File: config.mk
export PLATFORM = sky130hd
export DESIGN_NAME = uart_digit_rx
export DESIGN_NICKNAME = d
export VERILOG_FILES = /design/src/rtl/uart_digit_rx_pkg.sv /design/src/rtl/uart_byte_rx.sv /design/src/rtl/uart_digit_rx.sv
export SDC_FILE = /design/constraint.sdc
export NUM_CORES = 1
export LEC_CHECK = 0
export ABC_AREA = 1
export BUFFER_PORTS_ARGS = -buffer_cell sky130_fd_sc_hd__buf_2
export CAP_MARGIN = 40
export CORE_MARGIN = 2
export CORE_UTILIZATION = 40
export CTS_BUF_LIST = sky130_fd_sc_hd__clkbuf_8
export CTS_CLUSTER_SIZE = 28
export DETAILED_ROUTE_END_ITERATION = 10
export HOLD_SLACK_MARGIN = 0.15
export PLACE_DENSITY_LB_ADDON = 0.12
export SLEW_MARGIN = 5
export SYNTH_ARGS = -nofsm -noshare
export SYNTH_HDL_FRONTEND = slang
export SYNTH_SLANG_ARGS = --single-unit
File: constraint.sdc
create_clock -name clk -period 5 [get_ports clk]
set_input_delay 0.5 -clock clk [delete_from_list [all_inputs] [get_ports clk]]
set_output_delay 0.5 -clock clk [all_outputs]
set_load 0.03 [all_outputs]
File: src/rtl/uart_digit_rx_pkg.sv
// Shared types and constants for the UART decimal-digit receiver.
package uart_digit_rx_pkg;

  typedef enum logic [1:0] {
    IDLE  = 2'd0,
    START = 2'd1,
    DATA  = 2'd2,
    STOP  = 2'd3
  } rx_state_t;

  localparam logic [7:0] ASCII_0 = 8'h30;
  localparam logic [7:0] ASCII_9 = 8'h39;

  localparam int unsigned DEF_CLK_PER_BIT  = 8;
  localparam int unsigned DEF_NUM_DIGITS   = 7;
  localparam int unsigned DEF_TIMEOUT_BITS = 20;

  function automatic logic is_digit(input logic [7:0] b);
    return (b >= ASCII_0) && (b <= ASCII_9);
  endfunction

endpackage

File: src/rtl/uart_byte_rx.sv
// 8N1 UART byte receiver: input synchronizer, start-bit qualification,
// LSB-first data capture and stop-bit check.
module uart_byte_rx
  import uart_digit_rx_pkg::*;
#(
  parameter int unsigned CLK_PER_BIT = DEF_CLK_PER_BIT
) (
  input  logic       clk,
  input  logic       rst,
  input  logic       uart_data,
  output logic [7:0] rx_byte,
  output logic       byte_valid,
  output logic       stop_err,
  output logic       busy
);

  localparam int unsigned CNT_W = $clog2(CLK_PER_BIT);
  localparam int unsigned HALF  = CLK_PER_BIT / 2;

  logic             sync1, sync2, line_q;
  logic             fall;
  rx_state_t        state, state_nxt;
  logic [CNT_W-1:0] cnt, cnt_nxt;
  logic [2:0]       bit_idx, bit_nxt;
  logic [7:0]       shreg, shreg_nxt;
  logic [7:0]       rx_byte_nxt;
  logic             byte_valid_nxt, stop_err_nxt, busy_nxt;

  assign fall = line_q & ~sync2;

  // Synchronizer plus one delayed copy for falling-edge detection; idle high.
  always_ff @(posedge clk or posedge rst) begin
    if (rst) begin
      sync1  <= 1'b1;
      sync2  <= 1'b1;
      line_q <= 1'b1;
    end else begin
      sync1  <= uart_data;
      sync2  <= sync1;
      line_q <= sync2;
    end
  end

  always_ff @(posedge clk or posedge rst) begin
    if (rst) begin
      state      <= IDLE;
      cnt        <= '0;
      bit_idx    <= '0;
      shreg      <= '0;
      rx_byte    <= '0;
      byte_valid <= 1'b0;
      stop_err   <= 1'b0;
      busy       <= 1'b0;
    end else begin
      state      <= state_nxt;
      cnt        <= cnt_nxt;
      bit_idx    <= bit_nxt;
      shreg      <= shreg_nxt;
      rx_byte    <= rx_byte_nxt;
      byte_valid <= byte_valid_nxt;
      stop_err   <= stop_err_nxt;
      busy       <= busy_nxt;
    end
  end

  always_comb begin
    state_nxt      = state;
    cnt_nxt        = cnt;
    bit_nxt        = bit_idx;
    shreg_nxt      = shreg;
    rx_byte_nxt    = rx_byte;
    byte_valid_nxt = 1'b0;
    stop_err_nxt   = 1'b0;

    unique case (state)
      IDLE: begin
        if (fall) begin
          state_nxt = START;
          cnt_nxt   = '0;
        end
      end
      // Mid-start-bit resample rejects short glitches.
      START: begin
        if (cnt == CNT_W'(HALF - 1)) begin
          cnt_nxt   = '0;
          bit_nxt   = '0;
          state_nxt = sync2 ? IDLE : DATA;
        end else begin
          cnt_nxt = cnt + CNT_W'(1);
        end
      end
      DATA: begin
        if (cnt == CNT_W'(CLK_PER_BIT - 1)) begin
          cnt_nxt   = '0;
          shreg_nxt = {sync2, shreg[7:1]};
          bit_nxt   = bit_idx + 3'd1;
          if (bit_idx == 3'd7) state_nxt = STOP;
        end else begin
          cnt_nxt = cnt + CNT_W'(1);
        end
      end
      STOP: begin
        if (cnt == CNT_W'(CLK_PER_BIT - 1)) begin
          cnt_nxt   = '0;
          state_nxt = IDLE;
          if (sync2) begin
            byte_valid_nxt = 1'b1;
            rx_byte_nxt    = shreg;
          end else begin
            stop_err_nxt = 1'b1;
          end
        end else begin
          cnt_nxt = cnt + CNT_W'(1);
        end
      end
      default: state_nxt = IDLE;
    endcase

    busy_nxt = (state_nxt != IDLE);
  end

endmodule

File: src/rtl/uart_digit_rx.sv
// Receives ASCII decimal digits over UART into a BCD shift register and
// flags complete NUM_DIGITS packets; partial packets expire after idle time.
module uart_digit_rx
  import uart_digit_rx_pkg::*;
#(
  parameter int unsigned CLK_PER_BIT  = DEF_CLK_PER_BIT,
  parameter int unsigned NUM_DIGITS   = DEF_NUM_DIGITS,
  parameter int unsigned TIMEOUT_BITS = DEF_TIMEOUT_BITS
) (
  input  logic                    clk,
  input  logic                    rst,
  input  logic                    uart_data,
  output logic [4*NUM_DIGITS-1:0] digits,
  output logic                    digit_valid,
  output logic                    packet_valid,
  output logic                    frame_err,
  output logic                    char_err,
  output logic                    busy
);

  localparam int unsigned DW         = 4 * NUM_DIGITS;
  localparam int unsigned CNT_W      = $clog2(NUM_DIGITS + 1);
  localparam int unsigned IDLE_LIMIT = TIMEOUT_BITS * CLK_PER_BIT;
  localparam int unsigned IDLE_W     = $clog2(IDLE_LIMIT + 1);

  logic [7:0]        rx_byte;
  logic              byte_valid, stop_err;
  logic [CNT_W-1:0]  digit_cnt;
  logic [IDLE_W-1:0] idle_cnt;

  uart_byte_rx #(
    .CLK_PER_BIT (CLK_PER_BIT)
  ) u_byte_rx (
    .clk        (clk),
    .rst        (rst),
    .uart_data  (uart_data),
    .rx_byte    (rx_byte),
    .byte_valid (byte_valid),
    .stop_err   (stop_err),
    .busy       (busy)
  );

  // Digit parsing, packet counting and idle timeout; idle counter saturates.
  always_ff @(posedge clk or posedge rst) begin
    if (rst) begin
      digits       <= '0;
      digit_cnt    <= '0;
      idle_cnt     <= '0;
      digit_valid  <= 1'b0;
      packet_valid <= 1'b0;
      frame_err    <= 1'b0;
      char_err     <= 1'b0;
    end else begin
      digit_valid  <= 1'b0;
      packet_valid <= 1'b0;
      char_err     <= 1'b0;
      frame_err    <= stop_err;

      if (busy) begin
        idle_cnt <= '0;
      end else if (idle_cnt != IDLE_W'(IDLE_LIMIT)) begin
        idle_cnt <= idle_cnt + IDLE_W'(1);
      end

      if (byte_valid) begin
        if (is_digit(rx_byte)) begin
          digits      <= (digits << 4) | DW'(rx_byte[3:0]);
          digit_valid <= 1'b1;
          if (digit_cnt == CNT_W'(NUM_DIGITS - 1)) begin
            packet_valid <= 1'b1;
            digit_cnt    <= '0;
          end else begin
            digit_cnt <= digit_cnt + CNT_W'(1);
          end
        end else begin
          char_err  <= 1'b1;
          digit_cnt <= '0;
        end
      end else if (idle_cnt == IDLE_W'(IDLE_LIMIT) && digit_cnt != '0) begin
        digit_cnt <= '0;
      end
    end
  end

endmodule
Yosys cells after proc, flatten, opt, wreduce, memory -nomap -nowiden
Cells that the tools add are included.

$lt $le $gt $ge: 2. Equality and inequality tests: 12. Multiplexer cells: 33. Bitwise gates (word level): 3. Add/subtract/negate cells: 4. Reductions and logical operators: 13.

Operator list (number): 28-bit by 4-bit OR with 28-bit output (1); 3-bit two-way mux (9); 8-bit two-way mux (2); 1-bit two-way mux (13); 2-bit two-way mux (6); 3-bit by 1-bit adder with 3-bit output (second input constant) (3); 3-bit == test (second input constant) (3); 3-bit one-hot mux with 3 select lines (1); 8-bit by 1-bit adder with 8-bit output (second input constant) (1); 8-bit == test (second input constant) (1); 8-bit by 6-bit greater-or-equal comparator with 1-bit output (second input constant) (1); 8-bit by 6-bit less-or-equal comparator with 1-bit output (second input constant) (1); 8-bit inequality test (second input constant) (1); 2-bit one-hot mux with 4 select lines (1); 2-bit nonzero test (4); 2-bit by 1-bit inequality test with 1-bit output (second input constant) (3); 3-bit one-hot mux with 2 select lines (1); 3-bit AND reduction (2); 2-bit == test (second input constant) (2); 2-bit AND reduction (2); 3-bit by 2-bit == test with 1-bit output (second input constant) (1); 3-bit nonzero test (1); 2-bit by 1-bit == test with 1-bit output (second input constant) (1); 1-bit logical AND (2); other kinds (4) (4).

Output and inout port bits: 33. Bits of input ports: 3. Logic and storage cells: 85. Bits in registers: 73.

Longest topological paths before layout
Depth after elaboration: 5. Mapped depth: 9. Mapped depth without buffers: 9.

By module
Synthesis repeated with hierarchy kept, for this count alone.

Cell total of the unflattened synthesis: 381. Area total of the unflattened synthesis: 3331.9 µm².

Modules (own cells, without submodules): uart_digit_rx (seq. area each 1076.0 µm², area each 1913.1 µm², cells an instance 231, times used 1); uart_byte_rx (seq. area each 754.5 µm², area each 1418.9 µm², cells an instance 150, times used 1).

Worst setup path after synthesis
Ideal clock, no wire load.

Path kind: register to register. Start: register u_byte_rx.cnt[0]. End: register u_byte_rx.shreg[0]. Data required time: 4.869 ns. Slack: 3.562 ns. Data arrival time: 1.308 ns. Setup time: 0.131 ns. Period minus slack after synthesis: 1.438 ns. Path buffers: 1. Cell stages (with the launch flop): 6. Path through: dfrtp_1 -> ha_1 -> ha_1 -> nand2_1 -> clkbuf_1 -> o21ai_0.

Word-level cells in the longest chain between the ends: 2.

Ends and longest elaborated chain: start: declaration (RTL line uart_byte_rx.sv:23) `logic [CNT_W-1:0] cnt, cnt_nxt;`; start signal: assignment (RTL line uart_byte_rx.sv:56) `cnt <= cnt_nxt;`; 3-bit == test (RTL line uart_byte_rx.sv:93) `if (cnt == CNT_W'(CLK_PER_BIT - 1)) begin`; 2-bit AND reduction (no line); end signal: assignment (RTL line uart_byte_rx.sv:58) `shreg <= shreg_nxt;`; end: declaration (RTL line uart_byte_rx.sv:25) `logic [7:0] shreg, shreg_nxt;`.

Every way passes these cells. A chain may end at the register's enable or synchronous reset.

Final worst setup path
Start: register u_byte_rx.rx_byte[7]. End: register digits[6].

Word-level cells in the longest chain between the ends: 3. Elaborated cells between the ends (all ways): 4. Those cells by class: 2 x order compare; 2 x reduce/logical.

Ends and longest elaborated chain: start: declaration (RTL line uart_byte_rx.sv:11) `output logic [7:0] rx_byte,`; start signal: assignment (RTL line uart_byte_rx.sv:59) `rx_byte <= rx_byte_nxt;`; 8-bit by 6-bit greater-or-equal comparator with 1-bit output or 8-bit by 6-bit less-or-equal comparator with 1-bit output (tied branches) (RTL line uart_digit_rx_pkg.sv:19) `return (b >= ASCII_0) && (b <= ASCII_9);`; 1-bit logical AND (*) (RTL line uart_digit_rx_pkg.sv:19); 2-bit AND reduction (no line) (*); end signal: assignment (RTL line uart_digit_rx.sv:67) `digits <= (digits << 4) | DW'(rx_byte[3:0]);`; end: declaration (RTL line uart_digit_rx.sv:13) `output logic [4*NUM_DIGITS-1:0] digits,`.

Mark *: on every way between the ends. The rest lies on a longest branch, timed or not.

==> results.md <==
- XOR/XNOR Fraction of Synth Area: 0
- Max cap viols: 0
- Detailed placer's ending HPWL: 3950 um
- CP Capture Type: flip-flop
- Top-area cell type share of the netlist area: 0.542
- TritonCTS clock tree: done
- Post-CTS Hold Buffers: 0
- Slew @ Worst Pin: 0.764 ns
- Fill cell count: 776
- DRC Markers: 0
- Post-route ant nets: 0
- Input/output buffers: 35
- Yosys cell types: 22
- Peak Freq: 519 MHz
- Crit Path Category: reg -> reg
- CTS clock-pin slew for the worst setup and hold paths: 0.07 ns
- Reg-to-Reg Start: u_byte_rx.rx_byte[7]
- Mux cell area share after synthesis: 0
- Cell row count: 32
- Cell taking the most area after synthesis: dfrtp_1
- Share of cells above drive strength 1: 0.164
- Cell Area, Synth: 0.00323 mm^2
- Synth area leaders: dfrtp_1 54%, nand2_1 14%, nand3_1 8.0%
- GP Congestion: 0.719
- Hold path start: uart_data
- Setup TNS Final: 0 ns
- Vias in the first global route: 2,231
- DR vias: 2,390
- Ys Warns: 0
- First-pass GRT wire length: 10,200 um
- CP arrival: 2.16 ns
- Post-synth top flop: dfrtp_1
- Critical Path Source Type: flip-flop
- Slew HR: 0.490
- Initial antenna violation count: 0
- N_diodes: 0
- Max VDD drop: 0.000199 V
- Initial DRC Count: 194
- Most common cell in the netlist: nand2_1
- Die Wd: 93.9 um
- Outcome: finished clean
- Die H: 93.9 um
- Synthesized net count: 379
- Cells after Synth: 362
- Fin crit period: 1.93 ns
- Syn avg cell area: 8.93 um^2
- Global route overflow: 0
- 1st-pass router iterations: 4
- Initial Utilization: 0.416
- Gr usage total: 0.148
- Finished Layout Cells: 505
- Synth cell count leaders: 119 x nand2_1, 70 x dfrtp_1, 52 x nand3_1
- Post-synthesis adder-cell area fraction: 0.0542
- Core area: 0.00777 mm^2
- CP Max Fanout: 33
- Worst skew pair latency: 0.34 ns
- DIE AREA: 0.00882 mm^2
- Async S/R FF share, synth: 1.00
- Final wirelength: 5920 um
- I/O pin cnt: 36
- Final setup viols: 0
- CTS sink count: 73
- Final Slew Violations: 0
- RSZ-0062 raised after global routing: no
- Placed insts: 489
- Worst hold path class: in -> reg
- Synth Area in Compound Gates: 0.0461
- Largest net degree at the start of global routing: 39
- Req. time, crit path: 5.23 ns
- Via/cell ratio: 4.73
- WL/cell: 11.7 um
- Maximum clock insertion buffer count: 2
- Main combinational cell family by area after synthesis: simple AND/OR/NAND/NOR gates
- Area grow syn2layout: 15.7%
- Fin crit share: 0.385
- Num CTS Buffers: 9
- Seq/Total Area, Yosys: 0.566
- Final Skew: 0.00450 ns
- Leakage: 0.00206 uW
- Pwr dens: 375 mW/mm^2
- H-tree levels: 3
- Nets: 415
- Final core occ: 0.482
- Root Driver: clkbuf_8
- Critical Path Source: u_byte_rx.rx_byte[7]
- Setup Fix Bufs, Post-CTS: 0
- Simple-Gate Fraction of Synth Area: 0.264
- Synth Register Bits: 73
- Number of flops mapped to enable cells by yosys: 0
- Final Hold Fails: 0
- Post-cts resize count: 0
## power by group
part           switching [uW]  internal, uW
Sequential               27.4           621
Combinational             115          58.4
Clock                     210           372
## routing by layer
metal  track usage  routed length (um)
met1         0.191                2860
met2         0.236                2740
met4        0.0519                  83
met5             0                   0
met3        0.0441                 241
## layout by cell type, fill, tap and decap left out, types with 2 or more instances in the layout
master	Yosys	layout
buf_2	2	35
inv_1	35	34
dfstp_2	3	3
ha_1	14	14
nand3_1	52	52
or2_2	2	2
nand2_2	2	2
nor2_2	2	2
dfrtp_1	70	70
o21ai_0	22	22
clkbuf_8	0	12
nand2_1	119	119
bufinv_16	0	3
nor2_1	15	15
a21oi_1	5	5
nor3_1	3	3
## sequential cells by signal, summed over array words and instances (netlist names)
register and count:
u_byte_rx.sync2 1, digit_valid 1, u_byte_rx.state 2, idle_cnt 8
u_byte_rx.bit_idx 3, u_byte_rx.stop_err 1, frame_err 1, u_byte_rx.byte_valid 1
char_err 1, u_byte_rx.busy 1, u_byte_rx.shreg 8, u_byte_rx.cnt 3
u_byte_rx.rx_byte 8, packet_valid 1, u_byte_rx.line_q 1, u_byte_rx.sync1 1
digits 28, digit_cnt 3
## logic make-up (layout without fill, tap and decap cells)
group | Yosys count | count (layout)
simple gates | 199 | 199
flops | 73 | 73
compound gates | 29 | 29
fa+ha+maj | 14 | 14
buf+inv | 47 | 88
## cell type report
class	count	area [um^2]	area share
Timing Repair Buffer	37	210	0.0562
Multi-Input combinational cell	242	1180	0.315
Clock inverter	4	97.6	0.0261
Inverter	35	131	0.0351
Tap cell	102	128	0.0341
Sequential cell	73	1830	0.489
Clock buffer	12	165	0.0441
## final timing paths
path / endpoint / slack (ns) / cells past startpoint
worst max-delay path: digits[6] / 3.07 / 6
worst min-delay path: u_byte_rx.sync1 / 0.25 / 1
worst min register to register: frame_err / 0.37 / 0
min in group asynchronous: u_byte_rx.bit_idx[0] / 0.28 / 2
worst max register to register: digits[6] / 3.07 / 6
max in group asynchronous: u_byte_rx.line_q / 3.75 / 3
## critical path: stages (launching register included)
cell,delay [ns]
dfrtp_1,0.39
nor2_2,0.12
nand3_2,0.09
nor2_4,0.62
nand2_4,0.38
nand2_1,0.14
nand2_1,0.06
## stage by stage
| step | setup slack [ns] | power [uW] | cell area [um^2] | hold slack (ns) |
|---|---|---|---|---|
| global route | 2.91 | 1480 | 3740 | 0.230 |
| global placement | 3.11 | 831 | 3450 | 0.346 |
| detailed placement | 3.10 | 836 | 3480 | 0.341 |
| floorplan | 2.65 | 790 | 3230 | 0.331 |
| finish | 3.07 | 1400 | 3740 | 0.249 |
| CTS | 3.06 | 1430 | 3740 | 0.232 |
No activity file was read; power rests on OpenSTA's default activity.
